===== src/rtl/uart_rx_fifo.sv =====
// Receive-side byte FIFO for a UART. A byte is captured on each falling edge of the
// receiver busy flag and popped one per rd_en cycle with a registered, pulsed output.
module uart_rx_fifo #(
    parameter int unsigned DEPTH_LOG2 = 4
) (
    input  logic                  clk,
    input  logic                  rst,
    input  logic                  rx_int,
    input  logic [7:0]            rx_data,
    input  logic                  rd_en,
    input  logic                  clr_ovf,
    output logic [7:0]            rd_data,
    output logic                  rd_valid,
    output logic                  empty,
    output logic                  full,
    output logic [DEPTH_LOG2:0]   count,
    output logic                  overflow
);

    localparam int unsigned             Depth     = 1 << DEPTH_LOG2;
    localparam logic [DEPTH_LOG2:0]     FullCount = (DEPTH_LOG2 + 1)'(Depth);
    localparam logic [DEPTH_LOG2:0]     CntOne    = (DEPTH_LOG2 + 1)'(1);
    localparam logic [DEPTH_LOG2-1:0]   PtrOne    = (DEPTH_LOG2)'(1);

    logic [7:0]              mem [Depth];
    logic [DEPTH_LOG2-1:0]   wr_ptr_q, wr_ptr_d;
    logic [DEPTH_LOG2-1:0]   rd_ptr_q, rd_ptr_d;
    logic [DEPTH_LOG2:0]     count_q, count_d;
    logic [7:0]              rd_data_q, rd_data_d;
    logic                    rd_valid_q, rd_valid_d;
    logic                    overflow_q, overflow_d;
    logic                    rx_int_q;
    logic                    wr_evt, do_wr, do_rd, drop;

    assign empty    = (count_q == '0);
    assign full     = (count_q == FullCount);
    assign count    = count_q;
    assign rd_data  = rd_data_q;
    assign rd_valid = rd_valid_q;
    assign overflow = overflow_q;

    always_comb begin
        wr_evt     = rx_int_q & ~rx_int;
        do_rd      = rd_en & ~empty;
        // A pop in the same cycle frees the slot, so a full FIFO still accepts the byte.
        do_wr      = wr_evt & (~full | do_rd);
        drop       = wr_evt & full & ~do_rd;

        wr_ptr_d   = do_wr ? wr_ptr_q + PtrOne : wr_ptr_q;
        rd_ptr_d   = do_rd ? rd_ptr_q + PtrOne : rd_ptr_q;
        rd_data_d  = do_rd ? mem[rd_ptr_q] : rd_data_q;
        rd_valid_d = do_rd;
        // Set wins over clear when both happen in one cycle.
        overflow_d = drop | (overflow_q & ~clr_ovf);

        count_d = count_q;
        case ({do_wr, do_rd})
            2'b10:   count_d = count_q + CntOne;
            2'b01:   count_d = count_q - CntOne;
            default: count_d = count_q;
        endcase
    end

    always_ff @(posedge clk or posedge rst) begin
        if (rst) begin
            rx_int_q   <= 1'b0;
            wr_ptr_q   <= '0;
            rd_ptr_q   <= '0;
            count_q    <= '0;
            rd_data_q  <= 8'h00;
            rd_valid_q <= 1'b0;
            overflow_q <= 1'b0;
        end else begin
            rx_int_q   <= rx_int;
            wr_ptr_q   <= wr_ptr_d;
            rd_ptr_q   <= rd_ptr_d;
            count_q    <= count_d;
            rd_data_q  <= rd_data_d;
            rd_valid_q <= rd_valid_d;
            overflow_q <= overflow_d;
        end
    end

    // Storage is not reset; a slot is always written before it can be popped.
    always_ff @(posedge clk) begin
        if (do_wr) begin
            mem[wr_ptr_q] <= rx_data;
        end
    end

endmodule


===== config.mk =====
export PLATFORM = sky130hd
export DESIGN_NAME = uart_rx_fifo
export DESIGN_NICKNAME = d
export VERILOG_FILES = /design/src/rtl/uart_rx_fifo.sv
export SDC_FILE = /design/constraint.sdc
export NUM_CORES = 1
export LEC_CHECK = 0
export BUFFER_PORTS_ARGS = -buffer_cell sky130_fd_sc_hd__clkbuf_2
export CORE_ASPECT_RATIO = 0.5
export CORE_MARGIN = 5
export CORE_UTILIZATION = 40
export DETAILED_ROUTE_END_ITERATION = 10
export HOLD_SLACK_MARGIN = 0.02
export SETUP_SLACK_MARGIN = 0.05
export SYNTH_ARGS = -nofsm -noshare
export SYNTH_HDL_FRONTEND = slang
export SYNTH_SLANG_ARGS = --single-unit

===== constraint.sdc =====
create_clock -name clk -period 4.2 [get_ports clk]
set_clock_uncertainty 0.1 [all_clocks]
set_input_delay 1.26 -clock clk [delete_from_list [all_inputs] [get_ports clk]]
set_output_delay 1.26 -clock clk [all_outputs]
set_load 0.005 [all_outputs]

==> metrics.txt <==
# TYPE chip_impl_metric gauge
chip_impl_metric{name="clock_insertion_delay_worst_skew",unit="ns"} 0.42
chip_impl_metric{name="avgRoutedWirePerCell",unit="um"} 20.7
chip_impl_metric{name="synth-adder-area-share",unit="%"} 1.82
chip_impl_metric{name="layout.core_utilization",unit="%"} 47.0
chip_impl_metric{name="crit_cells",unit=""} 10
chip_impl_metric{name="n_fill_cell",unit=""} 1300
chip_impl_info{name="timing_worst_setup_path_type",value="flop to flop"} 1
chip_impl_metric{name="detailroute.via_count",unit=""} 3141
chip_impl_metric{name="place_area",unit="sq um"} 6570
chip_impl_metric{name="netlist-cell-type-count",unit=""} 42
chip_impl_metric{name="placeableCoreArea",unit="sq um"} 15300
chip_impl_metric{name="cts_buffers",unit=""} 17
chip_impl_metric{name="worst-slew-pin-transition",unit="ns"} 1.14
chip_impl_metric{name="asyncSetResetFlopFracSynth",unit="%"} 15.8
chip_impl_info{name="layout.cells.most_common_list",value="sky130_fd_sc_hd__edfxtp_1, sky130_fd_sc_hd__mux4_2, sky130_fd_sc_hd__clkbuf_2"} 1
chip_impl_metric{name="p_leak",unit="nW"} 2.52
chip_impl_metric{name="synthToLayoutAreaGrowth",unit="%"} 16.0
chip_impl_metric{name="drtAntennaViolNets",unit=""} 0
chip_impl_metric{name="regArea",unit="sq um"} 4450
chip_impl_metric{name="critPathRequiredTime",unit="ns"} 4.39
chip_impl_metric{name="multiInputGateArea",unit="sq um"} 1590
chip_impl_info{name="cp-startpoint",value="count[1]"} 1
chip_impl_metric{name="remaining_drc_errors",unit=""} 0
chip_impl_metric{name="hold_violations",unit=""} 0
chip_impl_info{name="timing.rr.end",value="count[4]"} 1
chip_impl_metric{name="synth-compound-area-share",unit="%"} 4.45
chip_impl_metric{name="avgViaCountPerCell",unit=""} 5.34
chip_impl_metric{name="grt_max_degree",unit=""} 36
chip_impl_metric{name="design.final.nets",unit=""} 393
chip_impl_metric{name="synthesis.area_per_instance",unit="sq um"} 18.6
chip_impl_metric{name="timing.reg2reg.setup_slack",unit="ns"} 0.80
chip_impl_info{name="cts-root-buf",value="sky130_fd_sc_hd__clkbuf_16"} 1
chip_impl_metric{name="design.die.area",unit="sq um"} 18200
chip_impl_metric{name="final_period_minus_worst_setup_slack",unit="ns"} 3.40
chip_impl_metric{name="final_min_period_over_clock_period",unit="%"} 80.9
chip_impl_info{name="critical_path.endpoint",value="count[4]"} 1
chip_impl_metric{name="mapped_nets",unit=""} 354
chip_impl_metric{name="io_pins",unit=""} 30
chip_impl_metric{name="cts.htree.levels",unit=""} 4
chip_impl_metric{name="antennaDiodeCount",unit=""} 0
chip_impl_metric{name="setup_violations",unit=""} 0
chip_impl_metric{name="clkTransAtPathRegs",unit="ns"} 0.07
chip_impl_info{name="yosys_most_used_dff",value="sky130_fd_sc_hd__edfxtp_1"} 1
chip_impl_info{name="cpMostUsedCell",value="sky130_fd_sc_hd__ha_1"} 1
chip_impl_metric{name="cts-resized-gates",unit=""} 0
chip_impl_info{name="worst_r2r_startpoint",value="count[1]"} 1
chip_impl_metric{name="fmax",unit="MHz"} 294
chip_impl_metric{name="total_neg_setup_slack",unit="ns"} 0
chip_impl_metric{name="hpwl",unit="um"} 7940
chip_impl_info{name="cp-end-kind",value="flop"} 1
chip_impl_metric{name="maxCapViolCount",unit=""} 0
chip_impl_metric{name="yosys.area_share.xor_xnor",unit="%"} 1.41
chip_impl_metric{name="detail_route.wirelength",unit="um"} 12200
chip_impl_metric{name="worst_case_clock_buffer_depth",unit=""} 2
chip_impl_metric{name="final-max-slew-violation-count",unit=""} 0
chip_impl_metric{name="floorplan.die.width",unit="um"} 186
chip_impl_metric{name="gp_congestion",unit=""} 0.803
chip_impl_info{name="outcome",value="finished, final reports clean"} 1
chip_impl_metric{name="drt-initial-drc-count",unit=""} 234
chip_impl_metric{name="floorplan.die.height",unit="um"} 98.0
chip_impl_info{name="path_delay_family",value="simple AND/OR/NAND/NOR gates"} 1
chip_impl_metric{name="globalRouteOverflowTotal",unit=""} 0
chip_impl_info{name="layout_commonest_cell",value="sky130_fd_sc_hd__edfxtp_1"} 1
chip_impl_metric{name="powerDensity",unit="nW/um^2"} 661
chip_impl_metric{name="final_standard_cell_count_with_taps_included_and_fillers_excluded",unit=""} 588
chip_impl_metric{name="total_power_of_the_final_layout",unit="mW"} 4.75
chip_impl_metric{name="hold_bufs_inserted_after_cts",unit=""} 0
chip_impl_info{name="synth_top_family_by_area",value="multiplexers"} 1
chip_impl_metric{name="maxSlewHeadroom",unit="%"} 24.0
chip_impl_metric{name="synthMuxAreaShare",unit="%"} 13.1
chip_impl_metric{name="postCtsSetupRepairBufs",unit=""} 0
chip_impl_metric{name="vias_in_the_first_global_route",unit=""} 3281
chip_impl_metric{name="irDropWorstVdd",unit="mV"} 0.274
chip_impl_info{name="setup_repair_after_global_routing_missed_its_margin",value="no"} 1
chip_impl_metric{name="cells_after_synth",unit=""} 332
chip_impl_metric{name="synth_register_bits",unit=""} 152
chip_impl_metric{name="worstHoldPathCells",unit=""} 1
chip_impl_info{name="element_type_at_the_critical_path_start",value="flop"} 1
chip_impl_metric{name="fp-row-count",unit=""} 32
chip_impl_metric{name="crit_path_buffers_inverters",unit=""} 1
chip_impl_metric{name="floorplan.initialDensity",unit="%"} 40.5
chip_impl_metric{name="reg2regPathDepth",unit=""} 10
chip_impl_metric{name="placedCellCount",unit=""} 556
chip_impl_metric{name="grt_usage",unit="%"} 14.2
chip_impl_metric{name="yosysSeqAreaShare",unit="%"} 71.8
chip_impl_info{name="crit_chain",value="or4_4 -> o21ai_4 -> inv_4 -> ha_1 -> xor2_1 -> ha_1 -> o211a_1 -> or4_1 -> nand3_1 -> nor3b_1"} 1
chip_impl_metric{name="antenna_found_initial",unit=""} 0
chip_impl_info{name="hold_class",value="flop to flop"} 1
chip_impl_metric{name="design_area",unit="sq um"} 7180
chip_impl_info{name="cts_tree",value="built"} 1
chip_impl_metric{name="share_of_post_route_cells_with_drive_strength_above_1",unit="%"} 29.9
chip_impl_metric{name="critPathMaxStageDelay",unit="ns"} 0.58
chip_impl_metric{name="arrival",unit="ns"} 3.59
chip_impl_info{name="critPathSlowestCell",value="sky130_fd_sc_hd__or4_4"} 1
chip_impl_metric{name="grt_pass1_wl",unit="um"} 19100
chip_impl_metric{name="io_buffer_count",unit=""} 29
chip_impl_metric{name="netlist_area",unit="sq um"} 6190
chip_impl_metric{name="synth-edff-count",unit=""} 128
chip_impl_metric{name="crit_fanout",unit=""} 19
chip_impl_metric{name="yosys_warnings",unit=""} 0
chip_impl_metric{name="cts_sinks",unit=""} 152
chip_impl_metric{name="first_pass_iters",unit=""} 4
chip_impl_metric{name="yosys.area_share.simple",unit="%"} 4.75
## power by group
| group | switching [mW] | leakage (nW) | internal [mW] | total [mW] |
|---|---|---|---|---|
| Sequential | 0.254 | 1.44 | 1.81 | 2.06 |
| Clock | 0.645 | 0.297 | 0.905 | 1.55 |
| Combinational | 0.544 | 0.788 | 0.594 | 1.14 |
## worst reg2reg max path: stages (launching register included)
cell and delay [ns]:
sky130_fd_sc_hd__dfrtp_1 0.49, sky130_fd_sc_hd__or4_4 0.58, sky130_fd_sc_hd__o21ai_4 0.49, sky130_fd_sc_hd__inv_4 0.09, sky130_fd_sc_hd__ha_1 0.33, sky130_fd_sc_hd__xor2_1 0.19, sky130_fd_sc_hd__ha_1 0.24, sky130_fd_sc_hd__o211a_1 0.22
sky130_fd_sc_hd__or4_1 0.39, sky130_fd_sc_hd__nand3_1 0.09, sky130_fd_sc_hd__nor3b_1 0.05
## logic make-up after synthesis
logic type	count (synthesis)
muxes	41
DFF	152
and+or+nand+nor	51
xor gates and xnor gates	10
adders and majority gates	9
AOI/OAI and AO/OA	38
buffers and inverters	31
## worst min-delay path by stage
stage               start    endpoint  slack [ns]
5_1_grt        rd_data[7]  rd_data[7]        0.40
6_report       rd_data[7]  rd_data[7]        0.39
3_5_place_dp   rd_data[7]  rd_data[7]        0.37
2_1_floorplan  rd_data[0]  rd_data[0]        0.37
4_1_cts        rd_data[7]  rd_data[7]        0.39
3_3_place_gp   rd_data[0]  rd_data[0]        0.38
## through the flow
stage / hold WS [ns] / setup WS, ns
finish: 0.387 / 0.802
CTS: 0.388 / 0.806
global route: 0.401 / 0.628
detailed placement: 0.373 / 0.589
global placement: 0.377 / 0.693
floorplan: 0.374 / 0.658
## final cells by class
class	instances	area share (%)
Sequential cell	152	61.9
Multi-Input combinational cell	149	22.2
Clock buffer	18	5.98
Tap cell	204	3.55
Timing Repair Buffer	40	3.17
Clock inverter	14	2.60
Inverter	11	0.610
## layer usage
layer  GRT usage (%)  share of wire (%)  vias to the layer above
met5               0                  0                        -
met4            5.76                1.4                        0
met3            2.87                4.8                       13
met2            22.0                 49                       86
met1            19.8                 45                     1647
li1                -                  -                     1395
## state kept, by name, summed over array words and instances, names as in the netlist
signal	cells
rd_valid	1
overflow	1
rd_ptr_q	4
rd_data	8
mem	128
rx_int_q	1
wr_ptr_q	4
count	5
## cell usage after synthesis, types with 2 or more instances
| cell | number | share of area, % |
|---|---|---|
| sky130_fd_sc_hd__nor4_1 | 6 | 0.61 |
| sky130_fd_sc_hd__dfrtp_1 | 24 | 9.7 |
| sky130_fd_sc_hd__xor2_1 | 3 | 0.42 |
| sky130_fd_sc_hd__clkbuf_1 | 5 | 0.30 |
| sky130_fd_sc_hd__buf_1 | 2 | 0.12 |
| sky130_fd_sc_hd__o21ai_0 | 5 | 0.40 |
| sky130_fd_sc_hd__mux4_2 | 32 | 12 |
| sky130_fd_sc_hd__nand4_1 | 2 | 0.20 |
| sky130_fd_sc_hd__o22ai_1 | 9 | 0.91 |
| sky130_fd_sc_hd__nor2b_1 | 2 | 0.20 |
| sky130_fd_sc_hd__a21o_1 | 8 | 0.97 |
| sky130_fd_sc_hd__buf_2 | 7 | 0.57 |
| sky130_fd_sc_hd__inv_1 | 9 | 0.55 |
| sky130_fd_sc_hd__a21oi_1 | 2 | 0.16 |
| sky130_fd_sc_hd__and2_1 | 9 | 0.91 |
| sky130_fd_sc_hd__nand2_1 | 9 | 0.55 |
| sky130_fd_sc_hd__nor2_1 | 7 | 0.42 |
| sky130_fd_sc_hd__ha_1 | 9 | 1.8 |
| sky130_fd_sc_hd__edfxtp_1 | 128 | 62 |
| sky130_fd_sc_hd__buf_4 | 2 | 0.24 |
| sky130_fd_sc_hd__nand2b_1 | 5 | 0.51 |
| sky130_fd_sc_hd__nor3b_1 | 4 | 0.49 |
| sky130_fd_sc_hd__xnor2_1 | 7 | 0.99 |
| sky130_fd_sc_hd__buf_6 | 4 | 0.73 |
| sky130_fd_sc_hd__mux2i_1 | 8 | 1.3 |
| sky130_fd_sc_hd__a211oi_1 | 8 | 0.97 |
Note: power is estimated with default switching activity, not from simulation.
